### config.mk
export PLATFORM = sky130hd
export DESIGN_NAME = playbus_target
export DESIGN_NICKNAME = d
export VERILOG_FILES = /design/src/rtl/playbus_target.sv
export SDC_FILE = /design/constraint.sdc
export NUM_CORES = 1
export LEC_CHECK = 0
export CELL_PAD_IN_SITES_DETAIL_PLACEMENT = 0
export CELL_PAD_IN_SITES_GLOBAL_PLACEMENT = 1
export CORE_MARGIN = 8
export CORE_UTILIZATION = 49
export DETAILED_ROUTE_END_ITERATION = 10
export PLACE_DENSITY = 0.88
export REMOVE_ABC_BUFFERS = 1
export SLEW_MARGIN = 25
export SYNTH_ARGS = -nofsm -noshare
export SYNTH_HDL_FRONTEND = slang
export SYNTH_SLANG_ARGS = --single-unit
### constraint.sdc
create_clock -name CK2HZ -period 8.8 [get_ports CK2HZ]
set_clock_uncertainty 0.15 [all_clocks]
set_input_delay 2.64 -clock CK2HZ [delete_from_list [all_inputs] [get_ports CK2HZ]]
set_output_delay 2.64 -clock CK2HZ [all_outputs]
set_load 0.02 [all_outputs]
### src/rtl/playbus_target.sv
// Bus target with constant ROM, 16x8 RAM, synchronized switch port and LED latch.
// Latency: reads load BUS_OUT/BUS_OE one CK2HZ edge after the strobe is sampled.
// Backpressure: none; every sampled strobe cycle is accepted or flagged as a conflict.
module playbus_target (
  input  logic       CK2HZ,
  input  logic       CLR,
  input  logic [3:0] ADD,
  input  logic       n_ROMO,
  input  logic       n_RAMO,
  input  logic       n_RAMW,
  input  logic       n_SWBEN,
  input  logic       LEDLTCH,
  input  logic [7:0] BUS_IN,
  input  logic [7:0] SW,
  output logic [7:0] BUS_OUT,
  output logic       BUS_OE,
  output logic [7:0] LED,
  output logic       CONFLICT,
  output logic [7:0] ACC_CNT
);

  logic [7:0] ram [16];
  logic [7:0] sw_meta;
  logic [7:0] sw_sync;
  logic       led_prev;
  logic [1:0] rd_low;
  logic       legal_read;
  logic       legal_write;
  logic       conflict;
  logic       led_rise;
  logic [7:0] rd_dat;

  // Decode the sampled strobe set into read/write/conflict and select read data.
  always_comb begin
    rd_low      = {1'b0, ~n_ROMO} + {1'b0, ~n_RAMO} + {1'b0, ~n_SWBEN};
    legal_read  = (rd_low == 2'd1) && n_RAMW;
    legal_write = (rd_low == 2'd0) && !n_RAMW;
    conflict    = (rd_low >= 2'd2) || (!n_RAMW && (rd_low != 2'd0));
    led_rise    = LEDLTCH && !led_prev;
    rd_dat      = 8'h00;
    if (!n_ROMO)
      rd_dat = {ADD, ~ADD};
    else if (!n_RAMO)
      rd_dat = ram[ADD];
    else if (!n_SWBEN)
      rd_dat = sw_sync;   // value before this edge's synchronizer shift
  end

  // Two-flop synchronizer for the asynchronous switch inputs.
  always_ff @(posedge CK2HZ or posedge CLR) begin
    if (CLR) begin
      sw_meta <= 8'h00;
      sw_sync <= 8'h00;
    end else begin
      sw_meta <= SW;
      sw_sync <= sw_meta;
    end
  end

  // RAM storage; only a legal write updates it, a conflict never does.
  always_ff @(posedge CK2HZ or posedge CLR) begin
    if (CLR) begin
      for (int i = 0; i < 16; i++)
        ram[i] <= 8'h00;
    end else if (legal_write) begin
      ram[ADD] <= BUS_IN;
    end
  end

  // Read data path: load on a legal read, otherwise hold data and release the bus.
  always_ff @(posedge CK2HZ or posedge CLR) begin
    if (CLR) begin
      BUS_OUT <= 8'h00;
      BUS_OE  <= 1'b0;
    end else begin
      BUS_OE <= legal_read;
      if (legal_read)
        BUS_OUT <= rd_dat;
    end
  end

  // LED latch on a sampled rising edge of LEDLTCH, independent of bus activity.
  always_ff @(posedge CK2HZ or posedge CLR) begin
    if (CLR) begin
      led_prev <= 1'b0;
      LED      <= 8'h00;
    end else begin
      led_prev <= LEDLTCH;
      if (led_rise)
        LED <= BUS_IN;
    end
  end

  // Sticky conflict flag and wrapping access counter (at most +1 per edge).
  always_ff @(posedge CK2HZ or posedge CLR) begin
    if (CLR) begin
      CONFLICT <= 1'b0;
      ACC_CNT  <= 8'h00;
    end else begin
      if (conflict)
        CONFLICT <= 1'b1;
      if (legal_read || legal_write || led_rise)
        ACC_CNT <= ACC_CNT + 8'd1;
    end
  end

endmodule

==> metrics.cfg <==
[routing]
drc_errors = 0
wl_um = 17000
ant_nets = 0
post_drt_wl_per_cell_um = 22.4
vias = 4442
dr.pass1.iters = 5
drt_iter0_drc = 342
viasPerCell = 5.85

[placement]
gp_congestion = 0.791
dpl_worst_slack_ns = 2.93
dp_cells = 727
placed_area_um2 = 8180
dp_hpwl_um = 11300
portBuffers = 52

[sta]
tns_ns = 0
max_freq_ghz = 0.183
finalHoldViolCount = 0
period_needed_ns = 5.48
worst_slew_pin_slew_ns = 0.875
slew_headroom_pct = 41.7
finalSetupViolations = 0
drv_slew = 0
rsz0062_at_grt = false
whs_ns = 0.203
setup_slack_ns = 3.32
post-route-period-util_pct = 62.2

[global_route]
grt_overflow_total = 0
antenna_found_initial = 0
grtUsageTotal_pct = 18.3
grt_pass1_wl_um = 27600
grt_pass1_vias = 4919
grt_max_degree = 101

[clock_tree]
postCtsSetupRepairBufs = 0
cts_root_buf = clkbuf_16
cts_buffers = 17
cts_hold_buf = 0
clock_latency_ns = 0.43
cts_num_sinks = 171
clk_path_buf_depth = 2
path_clk_slew_ns = 0.06
ctsResizeCount = 0
tritoncts = yes
htree_levels = 4

[layout]
antenna_cells = 0
nets = 587
layout-drive-gt1-share_pct = 37.1
fin_cells = 759
final_area_um2 = 8790
area_growth_pct = 16.6
fin_util_pct = 58.0

[flow_run]
drv_cap = 0

[floorplan]
fp.dieH_um = 140
ios = 53
die_area_um2 = 19600
row_count = 45
core-area_um2 = 15100
start_util_pct = 49.8
die_w_um = 140

[critical_path]
critPathMaxFanout = 16
critPathRequiredTime_ns = 8.96
startpoint_type = primary input
worst-setup-path-type = primary input to flop
arrival_ns = 5.63
endpoint_kind = flop

[logic_synthesis]
ys_seq_area_share_pct = 56.8
synth_top_cell_area_share_pct = 56.8
synthTopCellsByArea = dfrtp_1 57%, mux2_2 20%, mux4_2 6.0%
synthCells = 513
synth_top_cell_by_area = dfrtp_1
syn_avg_cell_area_um2 = 14.7
ys_types = 40
synth_seq_cells = 171
synth_area_um2 = 7540
yosysWarnings = 0

[min_path]
min_path_type = flop to flop

[pwr]
cellLeakagePower_nw = 3.97
total_power_mw = 2.17
ir_worst_vdd_uv = 150
power.density_nw_per_um2 = 247

[run_status]
status = complete, no violations

-- flip-flops by register name (all words and copies together) (netlist names), 8 cells and up --
signal	cells
ACC_CNT	8
ram	128
sw_meta	8
sw_sync	8
LED	8
BUS_OUT	8
-- synthesized netlist by cell type --
cell / count
a211oi_1: 4
a21oi_1: 3
a221oi_1: 1
a22oi_1: 11
a31oi_1: 4
and2_1: 1
and3_1: 2
and3b_1: 2
buf_2: 8
buf_4: 3
buf_6: 1
clkbuf_1: 18
dfrtp_1: 171
fa_1: 1
ha_1: 1
inv_1: 5
mux2_2: 133
mux2_4: 8
mux2i_1: 24
mux4_2: 20
nand2_1: 11
nand2b_1: 5
nand3_1: 12
nand3b_1: 5
nand4_1: 8
nand4b_1: 1
nand4bb_1: 1
nor2_1: 11
nor2_2: 9
nor2b_1: 2
nor3_2: 1
nor3_4: 1
nor3b_1: 3
o2111ai_1: 4
o21ai_0: 4
o21ai_1: 1
or2_2: 1
or3_1: 4
xnor2_1: 7
xor2_1: 1
-- final cells by class --
cell class | count | area, µm²
clock inverters | 12 | 145
clock buffers | 20 | 467
repair buffers | 56 | 541
flip-flops and latches | 171 | 4280
inverters | 5 | 23.8
fillers | 1129 | 6360
well taps | 188 | 235
multi-input cells | 307 | 3100
-- placed cells by master, fill, tap and decap left out, types with 8 or more instances in the layout --
cell type / instances
a22oi_1: 11
mux2i_1: 24
nand2_1: 11
nand4_1: 8
dfrtp_1: 171
nor2_1: 11
clkdlybuf4s50_1: 50
mux2_2: 133
clkbuf_16: 17
mux4_2: 20
mux2_4: 8
nand3_1: 12
nor2_2: 9
-- where the power goes --
| part | internal [mW] | switching (mW) |
|---|---|---|
| clock network | 0.467 | 0.305 |
| registers | 0.924 | 0.0840 |
| logic | 0.217 | 0.179 |
| total | 1.61 | 0.567 |
-- layer usage --
metal	wire length, µm	track usage (%)	vias to the layer above
met5	0	0	-
met4	385	8.00	0
met2	8140	29.0	122
met3	754	4.15	33
li1	-	-	1974
met1	7690	23.7	2313
-- worst paths after layout --
check | startpoint | to | slack [ns] | cells past startpoint
setup / recovery | n_ROMO | ram[93] | 3.32 | 6
hold / removal | sw_meta[6] | sw_sync[6] | 0.20 | 0
setup reg to reg | led_prev | ACC_CNT[1] | 6.89 | 3
hold reg to reg | sw_meta[6] | sw_sync[6] | 0.20 | 0
max in group asynchronous | CLR | ram[14] | 4.50 | 3
min in group asynchronous | CLR | ram[57] | 2.61 | 2
-- cells by family (layout without fill, tap and decap cells) --
kind of cell,Yosys count,after routing,synth area share [%]
mux,185,185,30.6
flops,171,171,56.8
simple gates,80,80,6.19
buf+inv,35,93,2.12
compound gates,32,32,2.94
xor+xnor,8,8,0.929
fa+ha+maj,2,2,0.432
-- worst max-delay path: stages --
cell,delay [ns]
clkdlybuf4s50_1,0.71
fa_1,0.74
nand3b_1,0.16
or3_1,0.43
or3_1,0.57
mux2_4,0.38
No activity file was read; power rests on OpenSTA's default activity.
